<file path="config.mk">
export PLATFORM = sky130hd
export DESIGN_NAME = complete_arbiter
export DESIGN_NICKNAME = d
export VERILOG_FILES = /design/src/rtl/complete_arbiter_pkg.sv /design/src/rtl/complete_rr_picker.sv /design/src/rtl/complete_arbiter.sv
export SDC_FILE = /design/constraint.sdc
export NUM_CORES = 1
export LEC_CHECK = 0
export ABC_AREA = 1
export CORE_MARGIN = 2
export CORE_UTILIZATION = 50
export DETAILED_ROUTE_END_ITERATION = 8
export PLACE_DENSITY = 0.85
export SYNTH_ARGS = -nofsm -noshare
export SYNTH_HDL_FRONTEND = slang
export SYNTH_SLANG_ARGS = --single-unit
</file>
<file path="constraint.sdc">
create_clock -name clock -period 6.8 [get_ports clock]
set_input_delay 1.02 -clock clock [delete_from_list [all_inputs] [get_ports clock]]
set_output_delay 1.02 -clock clock [all_outputs]
set_load 0.01 [all_outputs]
</file>
<file path="src/rtl/complete_arbiter_pkg.sv">
// Shared types and sizes for the completion arbiter: FU result packets,
// ROB completion and CDB lane packets, and the picker's lane selection.
package complete_arbiter_pkg;

    localparam int NUM_FU = 6;
    localparam int WAYS   = 3;
    localparam int PTR_W  = $clog2(NUM_FU);

    typedef struct packed {
        logic       valid;
        logic [4:0] rob_idx;
        logic [5:0] t_idx;
    } fu_complete_packet_t;

    typedef struct packed {
        logic       complete;
        logic [4:0] rob_idx;
    } complete_rob_packet_t;

    typedef struct packed {
        logic       valid;
        logic [5:0] t_idx;
    } cdb_packet_t;

    typedef struct packed {
        logic             valid;
        logic [PTR_W-1:0] fu_idx;
    } lane_sel_t;

    // Callers pass non-negative indices below 2*NUM_FU.
    function automatic logic [PTR_W-1:0] fu_wrap(input int idx);
        return PTR_W'(idx % NUM_FU);
    endfunction

endpackage

</file>
<file path="src/rtl/complete_rr_picker.sv">
// Round-robin picker: scans held entries from rr_ptr and hands the first
// WAYS valid ones to lanes 0..WAYS-1 in scan order.
module complete_rr_picker
    import complete_arbiter_pkg::*;
(
    input  logic [NUM_FU-1:0] held_valid,
    input  logic [PTR_W-1:0]  rr_ptr,
    output logic [NUM_FU-1:0] grant,
    output lane_sel_t         lane_sel [WAYS],
    output logic [PTR_W-1:0]  next_ptr
);

    int               won;
    logic [PTR_W-1:0] idx;

    always_comb begin
        grant    = '0;
        next_ptr = rr_ptr;
        won      = 0;
        idx      = '0;
        for (int k = 0; k < WAYS; k++) begin
            lane_sel[k] = '0;
        end
        for (int j = 0; j < NUM_FU; j++) begin
            idx = fu_wrap(int'(rr_ptr) + j);
            if (held_valid[idx] && won < WAYS) begin
                grant[idx] = 1'b1;
                for (int k = 0; k < WAYS; k++) begin
                    if (k == won) begin
                        lane_sel[k].valid  = 1'b1;
                        lane_sel[k].fu_idx = idx;
                    end
                end
                won = won + 1;
                // Pointer lands just past the last winner so losers lead next cycle.
                next_ptr = fu_wrap(int'(idx) + 1);
            end
        end
    end

endmodule

</file>
<file path="src/rtl/complete_arbiter.sv">
// Completion arbiter: one holding slot per FU, round-robin drain of up to
// WAYS results per cycle onto the ROB completion and CDB lanes.
module complete_arbiter
    import complete_arbiter_pkg::*;
(
    input  logic                 clock,
    input  logic                 reset,
    input  logic                 squash,
    input  fu_complete_packet_t  fu_req_in        [NUM_FU],
    output logic [NUM_FU-1:0]    fu_ready_out,
    output complete_rob_packet_t rob_complete_out [WAYS],
    output cdb_packet_t          cdb_out          [WAYS],
    output logic [PTR_W-1:0]     rr_ptr_out
);

    fu_complete_packet_t held_reg  [NUM_FU];
    fu_complete_packet_t held_next [NUM_FU];
    logic [NUM_FU-1:0]   held_valid_reg;
    logic [NUM_FU-1:0]   held_valid_next;
    logic [NUM_FU-1:0]   grant;
    logic [NUM_FU-1:0]   accept;
    logic [PTR_W-1:0]    rr_ptr_reg;
    logic [PTR_W-1:0]    rr_ptr_next;
    logic [PTR_W-1:0]    pick_ptr;
    lane_sel_t           lane_sel [WAYS];

    complete_rr_picker u_picker (
        .held_valid (held_valid_reg),
        .rr_ptr     (rr_ptr_reg),
        .grant      (grant),
        .lane_sel   (lane_sel),
        .next_ptr   (pick_ptr)
    );

    // A slot being drained this cycle can take a new result on the same edge.
    assign fu_ready_out = ~held_valid_reg | grant;
    assign rr_ptr_next  = squash ? rr_ptr_reg : pick_ptr;
    assign rr_ptr_out   = rr_ptr_reg;

    genvar gi;
    generate
        for (gi = 0; gi < NUM_FU; gi++) begin : g_slot
            assign accept[gi]          = fu_req_in[gi].valid & fu_ready_out[gi] & ~squash;
            assign held_valid_next[gi] = ~squash & (accept[gi] | (held_valid_reg[gi] & ~grant[gi]));
            assign held_next[gi]       = accept[gi] ? fu_req_in[gi] : held_reg[gi];
        end
    endgenerate

    always_ff @(posedge clock) begin
        if (!reset) begin
            held_valid_reg <= '0;
            rr_ptr_reg     <= '0;
        end else begin
            held_valid_reg <= held_valid_next;
            rr_ptr_reg     <= rr_ptr_next;
        end
        held_reg <= held_next;
    end

    generate
        for (gi = 0; gi < WAYS; gi++) begin : g_lane
            always_comb begin
                rob_complete_out[gi] = '0;
                cdb_out[gi]          = '0;
                if (lane_sel[gi].valid) begin
                    rob_complete_out[gi].complete = 1'b1;
                    rob_complete_out[gi].rob_idx  = held_reg[lane_sel[gi].fu_idx].rob_idx;
                    cdb_out[gi].valid             = 1'b1;
                    cdb_out[gi].t_idx             = held_reg[lane_sel[gi].fu_idx].t_idx;
                end
            end
        end
    endgenerate

endmodule

</file>
==> impl_metrics.ini <==
[cts]
cts_tree = yes
numCtsBuffers = 9
clk_latency_ns = 0.35
htree_levels = 3
cts.path.max_buffers = 2
clock_sinks = 75
cts-root-buf = clkbuf_16
ctsHoldBuffers = 0
cts.clk_slew.worst_paths_ns = 0.06

[setup_path]
reg2reg_from = rr_ptr_out[1]
required_ns = 5.78
cp-start-kind = register
critPathBufInv = 10
reg2reg_setup_slack_ns = 0.34
cpMaxStageDelayCell = dfxtp_4
reg2reg_depth = 43
critPathCaptureType = primary output
crit_type = reg -> out
cp_slowest_stage_delay_ns = 0.37
worstPathMaxFanout = 8
cp.arrival_ns = 5.83
crit_top_cell = nand2_2
worst_r2r_endpoint = rr_ptr_out[1]
crit_family = simple AND/OR/NAND/NOR gates

[die]
rows = 43
io_pins = 123
dieArea_um2 = 15260
die_x_um = 123.5
start_util_pct = 51.27
dieHeight_um = 123.5
core_area_um2 = 13930

[layout]
post-route-util_pct = 72.67
layout.nets = 1349
largest_reg_flops = 66
fin_area_um2 = 10130
drive_gt1_share_pct = 28.88
n_antenna_cell = 0
n_fill_cell = 989
syn_to_final_growth_pct = 41.73

[place]
port_buffers = 122
hpwl_mm = 18.26
gp_congestion = 1.031
place_area_um2 = 9012

[global_routing]
grt_usage_pct = 33.58
globalRoute.totalOverflow = 0
grt_max_degree = 43
antenna_found_initial = 0
first_global_vias = 7584
grt_pass1_wl_mm = 39.27

[sta]
setup_viol = 2
maxSlewViolCount = 0
maxSlewHeadroom_pct = 55.72
tightest_slew_ns = 0.6620
fin_crit_sh_pct = 100.7
skew_ns = 0.005532
post-route-min-period_ns = 6.847
setup_slack_ns = -0.04660
hold_viol = 0
rsz0062_at_grt = true
setup_tns_ns = -0.04929
max_freq_ghz = 0.1461

[synthesis]
ys_seq_area_share_pct = 30.26
syn_area_um2 = 7144
synth_top_area_share_pct = 27.74
synth-seq-cells = 75
synth_edf_count = 66
syn_avg_cell_area_um2 = 6.876
synthTopCellsByArea = edfxtp_1 28%, nand2_1 19%, nand3_1 8.3%, ha_1 5.1%, inv_1 4.2%
syn_inst = 1039
synthDistinctLibCells = 51
async_flop_share_pct = 0
yosys.area.top_type = edfxtp_1
yosysWarnings = 0
synthFlopType = edfxtp_1

[routing]
drt-wirelength-per-cell_um = 19.53
firstDrtPassIters = 9
drt_wl_total_mm = 27.92
vias = 8736
drt_iter0_markers = 1681
postRouteAntennaNets = 0
drcViolationCount = 13
routed_via_density = 6.109

[flow_run]
max-cap-violations = 0

[outcome]
violations = design-rule violations, negative setup slack
status = finished, violations left

[min_path]
holdPathStages = 2
hp-start = held_valid_reg[1]
worstHoldPathType = reg -> reg
holdPathEnd = held_valid_reg[1]
## worst max-delay path by stage
stage                   from              endpoint  slack (ns)  depth (start not counted)
2_1_floorplan  rr_ptr_out[0]           cdb_out[10]       0.003                         51
3_3_place_gp   rr_ptr_out[1]            cdb_out[7]       -0.04                         46
3_5_place_dp   rr_ptr_out[1]            cdb_out[7]       -0.31                         46
4_1_cts        rr_ptr_out[1]            cdb_out[7]       0.004                         48
5_1_grt        rr_ptr_out[1]  rob_complete_out[16]       -0.16                         39
6_report       rr_ptr_out[1]   rob_complete_out[4]       -0.05                         37
## worst min-delay path, stage by stage, from the launching register on
cell      delay [ns]
dfxtp_1         0.32
o311ai_2        0.12
a21oi_1         0.09
## per-layer routing
layer | GRT usage [%] | routed length, µm
met3 | 10.79 | 4142
met1 | 45.50 | 10520
met4 | 13.00 | 1574
met5 | 0 | 0
met2 | 49.66 | 11680
## cell type report
cell class	instances	area [µm²]	area share, %
Timing Repair inverter	3	28.78	0.2842
Inverter	102	420.4	4.152
Clock inverter	7	52.55	0.5190
Tap cell	180	225.2	2.224
Timing Repair Buffer	246	2303	22.75
Clock buffer	9	225.2	2.224
Sequential cell	75	2171	21.44
Multi-Input combinational cell	808	4700	46.41
## per-stage QoR
step                      std cells  hold WS, ns  setup WS, ns
after global routing           1430       0.5964       -0.1584
final                          1430       0.5835      -0.04660
after global placement         1372       0.5928      -0.03835
after detailed placement       1372       0.5971       -0.3090
after CTS                      1412       0.5670      0.004046
after floorplan                1040       0.5805      0.003207
## Yosys cell counts, drive strengths merged, types with 9 or more instances
cell type / number
nor2: 65
dfxtp: 9
inv: 102
buf: 46
nand4: 29
edfxtp: 66
o21ai: 61
clkbuf: 9
nand2: 401
nand3: 129
a21oi: 39
ha: 29
o211ai: 15
## what timing repair did
action	in CTS	in global routing
cloned	3	6
endpoints found under the setup margin	47	47
pin swaps	17	55
setup buffers	21	14
resized for setup	105	167
hold endpoints to repair	0	0
## cells in the final DEF (no fill, tap or decap), types with 3 or more instances in the layout
master and count:
o2111ai_1 3, nor2_1 51, edfxtp_1 66, ha_1 21, o21ai_4 3, nand2_2 45, o21ai_1 21, buf_6 17
nand2_4 22, buf_2 18, inv_2 24, nor2_4 6, ha_2 3, nand3_1 98, a221oi_1 3, a21oi_1 27
dfxtp_1 6, buf_4 88, a21oi_2 11, o211ai_1 14, inv_4 10, a211oi_1 4, o22ai_1 3, nand4_1 28
nor2_2 8, clkbuf_2 14, ha_4 5, clkdlybuf4s50_1 89, inv_1 68, o21ai_0 35, buf_12 13, nand3_4 10
nand2_1 333, clkbuf_16 11, o31ai_1 3, nand3_2 21
## kinds of logic after synthesis
family,synth area share (%)
and+or+nand+nor,40.91
AOI/OAI and AO/OA,12.40
other,0.05249
adders and majority gates,5.079
xor gates and xnor gates,0.7357
DFF,30.26
buffers and inverters,10.56
Power is not shown: default switching activity piles up to over one toggle a cycle in this logic, so the estimate is an artifact.
==> edit (same settings) <==
`WAYS`: 3 -> 6.
--- a/src/rtl/complete_arbiter_pkg.sv
+++ b/src/rtl/complete_arbiter_pkg.sv
@@ -5,3 +5,3 @@
     localparam int NUM_FU = 6;
-    localparam int WAYS   = 3;
+    localparam int WAYS   = 6;
     localparam int PTR_W  = $clog2(NUM_FU);
Interface: changed (resized cdb_out and rob_complete_out); port bits go from 123 to 162. No check against the original RTL was run, so the function may have changed too.
==> edit against the unedited design <==
  * Count of clock-buffer cells in the layout unchanged
  * Setup slack improved by 150 ps
  * Highest routed layer unchanged
  * Design area up 19%
  * Worst hold slack better by 180 ps
  * Sequential cell count unchanged
  * Synthesized cell count is 40% higher
  * Area after synthesis grew 25%
  * Fmax rose by 2.2%
  * Wire length increased by 51%
Power is left out: the tool's default activity adds up to more than one toggle a clock period on the data nets, which glitch-free logic cannot reach.
==> edit: results (changes against the unedited design) <==
- Status: finished clean (was finished, violations left)
- Via count of the first global-routing pass: 9995 (was 7584)
- Diode insertion count for antenna repair: 0 (unchanged)
- Top post-synthesis cells by count: nand2_1 (488), inv_1 (141), nand3_1 (113), o21ai_0 (110), o211ai_1 (93) (was nand2_1 (359), nand3_1 (118), inv_1 (79), edfxtp_1 (66), nor2_1 (59))
- Nets: 1739 (was 1349)
- Worst reg2reg path depth: 46 (was 43)
- Fraction of the yosys area taken by sequential cells: 24.2% (was 30.3%)
- Post-DR vias/cell: 6.24 (was 6.11)
- Arrival time of data at the critical path endpoint: 5680 ps (was 5830 ps)
- Routed wirelength normalized by instance count: 22.6 um (was 19.5 um)
- Clock Skew: 11.0 ps (was 5.53 ps)
- Overall fraction of global-route tracks in use: 41.2% (was 33.6%)
- Root Buffer Master: clkbuf_16 (unchanged)
- Gp weighted congestion: 1.02 (was 1.03)
- Iteration-0 DRC count of the detailed router: 1827 (was 1681)
- Worst hold stages: 3 (was 2)
- Synth warnings: 0 (unchanged)
- Dominant cell type by count on the critical path: nand2_2 (unchanged)
- Max Buffers Root-to-Sink: 2 (unchanged)
- Antenna violations before repair: 0 (unchanged)
- First-pass GRT wire length: 58600 um (was 39300 um)
- Max reg flops: 66 (unchanged)
- Share of flip-flops with an asynchronous set or reset: 0% (unchanged)
- EDFF count, synth: 66 (unchanged)
- Input/output buffers: 161 (was 122)
- Path category of the worst min-delay check: reg -> reg (unchanged)
- Maximum capacitance violations: 0 (unchanged)
- Worst slew margin relative to its limit: 56.4% (was 55.7%)
- Half-perimeter wire length after detailed placement: 29000 um (was 18300 um)
- Number of different library cells in the post-synthesis netlist: 48 (was 51)
- H-tree lvl count: 3 (unchanged)
- Kind of cell with the highest combined delay on the critical path: simple AND/OR/NAND/NOR gates (unchanged)
- Pin count of the biggest net entering global routing: 57 (was 43)
- CTS buffer count: 9 (unchanged)
- Number of optimization iterations in the first detailed-route pass: 7 (was 9)
- Number of nets produced by synthesis: around 1600
- Clk_lat worst skew: 350 ps (about the same)
- Master of the slowest instance on the critical path: dfxtp_4 (unchanged)
- Clock-pin slew reported for the worst setup and hold paths after clock tree synthesis: about 70 ps
- Dominant cells by area after synthesis: edfxtp_1 (22%), nand2_1 (20%), o211ai_1 (7.8%), nand3_1 (6.3%), o21ai_0 (6.2%) (was edfxtp_1 (28%), nand2_1 (19%), nand3_1 (8.3%), ha_1 (5.1%), inv_1 (4.2%))
- Filler instances: 1470 (was 989)
- Highest fanout seen on the critical path: 9 (was 8)
- Fraction of layout cells with a size suffix above 1: 19.0% (was 28.9%)
- CP peak stage delay: 400 ps (was 370 ps)
[edit: area by class of cell]
type	count	area share, %
Inverter	161	5.20
Timing Repair inverter	2	0.124
Clock inverter	7	0.787
Timing Repair Buffer	264	21.3
Sequential cell	75	17.9
Multi-Input combinational cell	1124	50.4
Clock buffer	9	1.86
Tap cell	225	2.33
[edit: worst register-to-register path: cells and delay by family, from the launching register on]
| family | cells | cell delay (ps) |
|---|---|---|
| AND/OR/NAND/NOR | 28 | 2740 |
| adder cells (fa/ha/maj) | 5 | 1220 |
| buffers and inverters | 11 | 1130 |
| AO/OA/AOI/OAI | 2 | 450 |
| flip-flops | 1 | 400 |
[edit: timing repair]
item | 4_1_cts | 5_1_grt
setup endpoints to repair | 66 | 74
resized for setup | 122 | 177
setup buffers | 11 | 12
hold buffers | 0 | 0
gates cloned | 5 | 11
pin swaps | 5 | 40
[edit: per-layer routing]
layer | vias up | global-route usage (%) | wire length (um)
li1 | 5224 | - | -
met1 | 5241 | 60.4 | 16600
met2 | 1046 | 59.8 | 17500
met3 | 142 | 11.3 | 6650
met4 | 0 | 9.39 | 1370
met5 | - | 0 | 0
[edit: worst paths after layout]
| kind | end | startpoint | slack (ps) |
|---|---|---|---|
| max reg2reg | rr_ptr_out[2]$_SDFFE_PN0P_ | rr_ptr_out[1]$_SDFFE_PN0P_ | 690 |
| min reg2reg | rr_ptr_out[2]$_SDFFE_PN0P_ | rr_ptr_out[2]$_SDFFE_PN0P_ | 770 |
| min | rr_ptr_out[2]$_SDFFE_PN0P_ | rr_ptr_out[2]$_SDFFE_PN0P_ | 770 |
| max | rob_complete_out[6] | rr_ptr_out[1]$_SDFFE_PN0P_ | 100 |
[edit: cell families (layout without fill, tap and decap cells)]
kind of cell | Yosys count | after routing | share of synthesized area (%)
DFF | 75 | 75 | 24.2
AOI/OAI and AO/OA | 353 | 353 | 23.5
buffers and inverters | 251 | 443 | 12.4
adders and majority gates | 27 | 27 | 3.78
xor gates and xnor gates | 4 | 4 | 0.770
and+or+nand+nor | 740 | 740 | 35.4
[edit: metrics by stage]
step	area, um2	instances	setup slack (ps)	TNS [ps]
floorplan	8940	1450	118	0
global placement	11000	1812	-1.10	-1.10
detailed placement	11000	1812	-200	-3310
CTS	11600	1844	-88.4	-383
global route	12100	1867	-83.0	-2470
finish	12100	1867	104	0
